`src/rtl/rr_onehot_mux_if.sv`:
```
// Handshake bundle for rr_onehot_mux: producer requests/data in, one-hot grant and
// registered output beat out. The slave modport is the mux side.
interface rr_onehot_mux_if #(
  parameter int NUM_CH = 4,
  parameter int DATA_W = 4
);
  logic [NUM_CH-1:0]        req_i;
  logic [NUM_CH*DATA_W-1:0] data_i;
  logic [NUM_CH-1:0]        gnt_o;
  logic                     valid_o;
  logic                     ready_i;
  logic [DATA_W-1:0]        data_o;
  logic [NUM_CH-1:0]        sel_o;

  modport master (
    output req_i, data_i, ready_i,
    input  gnt_o, valid_o, data_o, sel_o
  );

  modport slave (
    input  req_i, data_i, ready_i,
    output gnt_o, valid_o, data_o, sel_o
  );
endinterface

```
`src/rtl/rr_onehot_mux.sv`:
```
// N-channel registered one-hot mux with internal arbitration and valid/ready output stage.
// Define RR_ARB_EN for round-robin arbitration; otherwise lowest-index fixed priority.
module rr_onehot_mux #(
  parameter int NUM_CH = 4,
  parameter int DATA_W = 4
) (
  input  logic           clk,
  input  logic           reset,
  rr_onehot_mux_if.slave bus
);

  logic              load;
  logic [NUM_CH-1:0] win;
  logic [NUM_CH-1:0] gnt;
  logic [DATA_W-1:0] mux;
  logic              valid;
  logic [DATA_W-1:0] data;
  logic [NUM_CH-1:0] sel;

  assign load = !valid || bus.ready_i;

`ifdef RR_ARB_EN
  localparam int PTR_W = $clog2(NUM_CH);

  logic [PTR_W-1:0] last_ptr;
  logic [PTR_W-1:0] gnt_idx;
  logic [PTR_W-1:0] idx;
  logic             found;

  // Circular scan starting one past the last winner; wrap is explicit so
  // non-power-of-2 channel counts never index past NUM_CH-1.
  always_comb begin
    win   = '0;
    found = 1'b0;
    idx   = last_ptr;
    for (int i = 0; i < NUM_CH; i++) begin
      idx = (idx == PTR_W'(NUM_CH - 1)) ? '0 : idx + PTR_W'(1);
      if (!found && bus.req_i[idx]) begin
        win[idx] = 1'b1;
        found    = 1'b1;
      end
    end
  end

  always_comb begin
    gnt_idx = '0;
    for (int k = 0; k < NUM_CH; k++) begin
      if (gnt[k]) gnt_idx = gnt_idx | PTR_W'(k);
    end
  end

  always_ff @(posedge clk or negedge reset) begin
    if (!reset) begin
      last_ptr <= PTR_W'(NUM_CH - 1);
    end else if (|gnt) begin
      last_ptr <= gnt_idx;
    end
  end
`else
  logic found;

  always_comb begin
    win   = '0;
    found = 1'b0;
    for (int k = 0; k < NUM_CH; k++) begin
      if (!found && bus.req_i[k]) begin
        win[k] = 1'b1;
        found  = 1'b1;
      end
    end
  end
`endif

  // Reset gates the grant so no producer sees an accept while state is cleared.
  assign gnt = (reset && load) ? win : '0;

  always_comb begin
    mux = '0;
    for (int k = 0; k < NUM_CH; k++) begin
      mux = mux | (bus.data_i[k*DATA_W +: DATA_W] & {DATA_W{gnt[k]}});
    end
  end

  always_ff @(posedge clk or negedge reset) begin
    if (!reset) begin
      valid <= 1'b0;
      data  <= '0;
      sel   <= '0;
    end else if (|gnt) begin
      valid <= 1'b1;
      data  <= mux;
      sel   <= gnt;
    end else if (load) begin
      valid <= 1'b0;
    end
  end

  assign bus.gnt_o   = gnt;
  assign bus.valid_o = valid;
  assign bus.data_o  = data;
  assign bus.sel_o   = sel;

endmodule

```
`src/flat_wrapper.sv`:
```
// flat-port wrapper written by rule: the top's interface ports become plain ports
module rr_onehot_mux_flat 
#(
  parameter int NUM_CH = 4,
  parameter int DATA_W = 4
)
  (clk, reset, bus_req_i, bus_data_i, bus_ready_i, bus_gnt_o, bus_valid_o, bus_data_o, bus_sel_o);
  rr_onehot_mux_if #(.NUM_CH(NUM_CH), .DATA_W(DATA_W)) bus_i ();
  input  logic clk;
  input  logic reset;
  input wire logic [$bits(bus_i.req_i)-1:0] bus_req_i;
  input wire logic [$bits(bus_i.data_i)-1:0] bus_data_i;
  input wire logic [$bits(bus_i.ready_i)-1:0] bus_ready_i;
  output wire logic [$bits(bus_i.gnt_o)-1:0] bus_gnt_o;
  output wire logic [$bits(bus_i.valid_o)-1:0] bus_valid_o;
  output wire logic [$bits(bus_i.data_o)-1:0] bus_data_o;
  output wire logic [$bits(bus_i.sel_o)-1:0] bus_sel_o;
  assign bus_i.req_i = bus_req_i;
  assign bus_i.data_i = bus_data_i;
  assign bus_i.ready_i = bus_ready_i;
  assign bus_gnt_o = bus_i.gnt_o;
  assign bus_valid_o = bus_i.valid_o;
  assign bus_data_o = bus_i.data_o;
  assign bus_sel_o = bus_i.sel_o;
  rr_onehot_mux #(.NUM_CH(NUM_CH), .DATA_W(DATA_W)) u_core (.clk(clk), .reset(reset), .bus(bus_i));
endmodule
```
`config.mk`:
```
export PLATFORM = sky130hd
export DESIGN_NAME = rr_onehot_mux_flat
export DESIGN_NICKNAME = d
export VERILOG_FILES = /design/src/rtl/rr_onehot_mux_if.sv /design/src/rtl/rr_onehot_mux.sv /design/src/flat_wrapper.sv
export SDC_FILE = /design/constraint.sdc
export NUM_CORES = 1
export LEC_CHECK = 0
export ABC_AREA = 1
export ABC_CLOCK_PERIOD_IN_PS = 2300
export CAP_MARGIN = 15
export CORE_UTILIZATION = 40
export CTS_BUF_LIST = sky130_fd_sc_hd__clkbuf_8
export DETAILED_ROUTE_END_ITERATION = 16
export PLACE_DENSITY = 0.86
export SETUP_SLACK_MARGIN = 0.05
export SKIP_CTS_REPAIR_TIMING = 1
export SYNTH_ARGS = -nofsm -noshare
export SYNTH_HDL_FRONTEND = slang
export SYNTH_SLANG_ARGS = --single-unit
export TNS_END_PERCENT = 10
```
`constraint.sdc`:
```
create_clock -name clk -period 2.3 [get_ports clk]
set_input_delay 0.46 -clock clk [delete_from_list [all_inputs] [get_ports clk]]
set_output_delay 0.46 -clock clk [all_outputs]
set_load 0.02 [all_outputs]
```
## Yosys cells after proc, flatten, opt, wreduce, memory -nomap -nowiden

Cells that the tools add are included.

- Register bits after elaboration: 9
- Bits in latches: 0
- RAM bits: 0
- ROM bits: 0
- Input port bits: 23
- Output and inout bits: 13
- Logic and storage cells: 30
- Memories kept: 0

- Add/subtract/negate cells: 0
- $mul: 0
- Div/mod/pow operators: 0
- Magnitude comparators: 0
- Equal/unequal tests: 0
- Shift-type cells: 0
- Mux-type cells: 9
- Bitwise operators: 7
- Reduce and logical (&&, ||, !) cells: 11

Operators by type and width:

| cell | number |
|---|---|
| bitwise AND 4 bit | 4 |
| OR 4 bit | 3 |
| 2-to-1 mux 1 bit | 8 |
| logical AND 1 bit | 4 |
| logical NOT 1 bit | 4 |
| 2-to-1 mux 4 bit | 1 |
| OR reduction 4 bit | 1 |
| nonzero test 2 bit | 1 |
| logical OR 1 bit | 1 |

## Depth between registers and ports, before layout

- Depth after elaboration: 15
- Depth in mapped cells: 7
- Depth with buffers taken out: 7

## Least setup slack after synthesis

OpenSTA, ideal clock, no wires.

- Path type: register to output
- Start: register u_core.valid, in the netlist u_core.bus.valid_o
- End: output port bus_gnt_o[0]
- Data arrival time: 1.187 ns
- Data required time: 1.840 ns
- Path slack: 0.653 ns
- Cell stages (with the launch flop): 5
- Path buffers: 1
- Cell sequence: dfrtp_1 > a21oi_4 > buf_6 > inv_1 > nor2_1

- Longest elaborated chain between the ends: 4

Ends and longest elaborated chain:

| what | line | source |
|---|---|---|
| from (decl) | rr_onehot_mux.sv:16 | `logic valid;` |
| from (signal assigned) | rr_onehot_mux.sv:86 | `valid <= 1'b0;` |
| from (signal assigned) | rr_onehot_mux.sv:90 | `valid <= 1'b1;` |
| from (signal assigned) | rr_onehot_mux.sv:94 | `valid <= 1'b0;` |
| logical NOT 1 bit | rr_onehot_mux.sv:20 | `assign load = !valid \|\| bus.ready_i;` |
| logical OR 1 bit | rr_onehot_mux.sv:20 |  |
| logical AND 1 bit | rr_onehot_mux.sv:75 | `assign gnt = (reset && load) ? win : '0;` |
| 2-to-1 mux 4 bit | rr_onehot_mux.sv:75 |  |
| to (decl) | flat_wrapper.sv:14 | `output wire logic [$bits(bus_i.gnt_o)-1:0] bus_gnt_o;` |

Every way passes these cells.

## Worst setup path in the final report

- Start: input port bus_req_i[2]
- End: output port bus_gnt_o[3]

- Longest elaborated chain between the ends: 6

Ends and longest elaborated chain:

| what | line | source |
|---|---|---|
| from (decl) | flat_wrapper.sv:11 | `input wire logic [$bits(bus_i.req_i)-1:0] bus_req_i;` |
| logical AND 1 bit | rr_onehot_mux.sv:66 | `if (!found && bus.req_i[k]) begin` |
| 2-to-1 mux 1 bit | rr_onehot_mux.sv:66 |  |
| logical NOT 1 bit | rr_onehot_mux.sv:66 |  |
| logical AND 1 bit | rr_onehot_mux.sv:66 |  |
| 2-to-1 mux 1 bit | rr_onehot_mux.sv:66 |  |
| 2-to-1 mux 4 bit | rr_onehot_mux.sv:75 |  |

Every way passes these cells.

==> summary.txt <==
Power and ir drop
  • VDD IR max: 341 uV
  • Leak: 0.620 nW
  • PD cells: 532 mW/mm^2
  • Tot Pwr: 0.000580 W

Setup path
  • Worst Reg-to-Reg Cells: 5
  • Crit path max-delay family: buffers and inverters
  • Worst Path Arrival: 1.61 ns
  • WP buf/inv: 4
  • Crit path launch type: primary input
  • Worst Path Required: 1.84 ns
  • Most used cell, CP: nand2_1
  • Crit path largest cell delay: 0.47 ns
  • Crit. path cell count: 7
  • R2r startpoint: u_core.bus.valid_o
  • CP max FO: 3
  • Worst r2r dst: u_core.bus.data_o[1]
  • Crit Path Class: in2out
  • Worst setup EP type: primary output
  • Crit-path slowest cell: clkdlybuf4s50_1
  • CP cell instances: clkdlybuf4s50_1, inv_6, nand2_1, nor2_4, nand2_1, inv_1, dlymetal6s2s_1
  • R2R Setup Slk: 1.11 ns

Global route
  • Largest net degree at the start of global routing: 13
  • M1 GR Usage: 0.259
  • Overall routing resource usage: 0.231
  • GR Layer Usage met2: 0.413
  • Initial antenna violation count: 0
  • First-pass GRT wire length: 2390 um
  • Met3 GRT Util: 0.0333
  • Global routing's busiest layer: met2
  • Grt ovf: 0
  • Vias in the first global route: 576

Clock network
  • Clk buf depth: 2
  • Worst-path clk slew: 0.05 ns
  • Clk root buf: clkbuf_8
  • Num CTS Buffers: 3
  • Clk_lat worst skew: 0.23 ns
  • CTS tree: done
  • Clock Sink Count: 9
  • Htree depth: 1

Placement
  • Port Buf Inserts: 35
  • Placer Congestion: 0.774
  • Pre-CTS setup slack: -0.137 ns
  • DP HPWL: 1360 um

Timing
  • Sum Neg Setup Slack: 0 ns
  • Final Max Slew Viols: 0
  • Hold Fails Final Rpt: 0
  • Post-layout minimum cycle time: 2.07 ns
  • Worst slew margin: 0.803
  • PnR worst setup slack: 0.231 ns
  • RSZ-0062 raised after global routing: false
  • # setup viols final: 0
  • F_max: 483 MHz
  • Clock skew: 0.00718 ns
  • Slew @ Worst Pin: 0.295 ns
  • Period utilization: 0.900

Floorplanning
  • Num ports: 36
  • Core area: 0.00133 sq mm
  • Die X-Extent: 40.4 um
  • Initial Utilization: 0.443
  • Die height: 40.4 um
  • Row cnt: 13
  • Die area: 0.00163 sq mm

Cells and area
  • Commonest cells after routing, fill and taps aside: clkdlybuf4s50_1 (31), nand2_1 (28), nand3_1 (16), buf_4 (13), dfrtp_1 (9)
  • Fillers: 89
  • Layout cells sized above 1: 0.211
  • Area grow syn2layout: 84.5%
  • Final net count: 152
  • Commonest non-fill, non-tap cell in the layout: clkdlybuf4s50_1
  • Number of diodes: 0

Logic synthesis
  • Avg Cell Area, Syn: 7.57 sq um
  • #FFs+latches synth: 9
  • Synth Instances: 78
  • Mux cell area share after synthesis: 0
  • Seq/Total Area, Yosys: 0.381
  • Compound-Gate Fraction of Synth Area: 0.0636
  • Largest family of logic cells by synthesized area: simple AND/OR/NAND/NOR gates
  • Library cells used by synthesis: 16
  • Mapped cell area: 591 sq um
  • Post-Synth Simple-Gate Area: 0.449
  • Synthesis Warnings: 0
  • Syn Nets: 101
  • Synth Area in XOR/XNOR: 0
  • Synth Area in Adders: 0

Routing
  • Routed WL: 1770 um
  • Vias per inst: 4.88
  • Routed wire length per instance: 12.3 um
  • ANT nets after route: 0
  • Vias: 698
  • Number of remaining DRC errors: 0
  • First drt pass iteration count: 4
  • Starting DRC count in detailed routing: 8

Hold path
  • Worst Hold End: u_core.bus.sel_o[3]
  • Min-delay src: u_core.bus.sel_o[3]
  • Hold Crit Depth: 2
  • Hold Crit Class: reg2reg

Outcome
  • Status: complete, no violations

Job
  • Max_cap viols: 0
## registers in the layout, indices dropped and copies added, names as in the netlist
signal              cells
u_core.bus.data_o       4
u_core.bus.sel_o        4
u_core.bus.valid_o      1
## report_power, final
part           switching [W]  internal (W)
Sequential         0.0000132      0.000181
Clock              0.0000640      0.000116
Combinational      0.0000986      0.000107
## worst max-delay path by stage
| stage | startpoint | endpoint | slack, ns |
|---|---|---|---|
| 5_1_grt | bus_req_i[2] | bus_gnt_o[3] | 0.18 |
| 6_report | bus_req_i[2] | bus_gnt_o[3] | 0.23 |
| 3_5_place_dp | bus_req_i[2] | bus_gnt_o[3] | -0.14 |
| 4_1_cts | bus_req_i[2] | bus_gnt_o[3] | -0.16 |
| 2_1_floorplan | u_core.bus.valid_o | bus_gnt_o[0] | 0.65 |
| 3_3_place_gp | reset | bus_gnt_o[0] | -0.1 |
## per-layer routing
layer / vias up / wire (um)
met3: 4 / 101
li1: 345 / -
met4: 0 / 30
met5: - / 0
met1: 316 / 741
met2: 33 / 892
## cell usage after synthesis
library cell | number | area, sq um
nor2_1 | 6 | 22.5
nor2_4 | 2 | 22.5
inv_1 | 5 | 18.8
nand3_1 | 16 | 80.1
nand3_4 | 1 | 17.5
clkinv_2 | 1 | 5.00
buf_6 | 2 | 22.5
dfrtp_1 | 9 | 225
a21oi_4 | 1 | 16.3
nand2_4 | 1 | 11.3
inv_6 | 1 | 8.76
nand2_1 | 28 | 105
o21ai_4 | 1 | 16.3
inv_2 | 2 | 7.51
nand2_2 | 1 | 6.26
o21ai_1 | 1 | 5.00
## per-stage QoR
stage / std cells / cell area (sq um) / hold slack (ns) / utilization
after floorplan: 78 / 591 / 0.164 / -
after global placement: 139 / 1030 / 0.454 / 0.776
final: 143 / 1090 / 0.468 / 0.817
after global routing: 143 / 1090 / 0.500 / 0.817
after CTS: 143 / 1080 / 0.471 / 0.810
after detailed placement: 139 / 1030 / 0.458 / 0.776
## kinds of logic after synthesis
kind of cell / count (synthesis)
flops: 9
simple gates: 55
buf+inv: 11
compound gates: 3
## worst register-to-register path, stage by stage, from the launching register on
cell and delay [ns]:
dfrtp_1 0.41, a21oi_4 0.23, buf_4 0.18, o21ai_4 0.11, nand2_1 0.09, nand2_1 0.05
## cell type report
class	instances	area, sq um	share of cell area
repair buffers	48	458	0.420
well taps	15	18.8	0.0172
flip-flops and latches	9	225	0.207
multi-input cells	58	303	0.278
clock buffers	3	41.3	0.0379
clock inverters	1	3.75	0.00344
inverters	9	40.0	0.0367
Power figures use the tool's default switching activity.
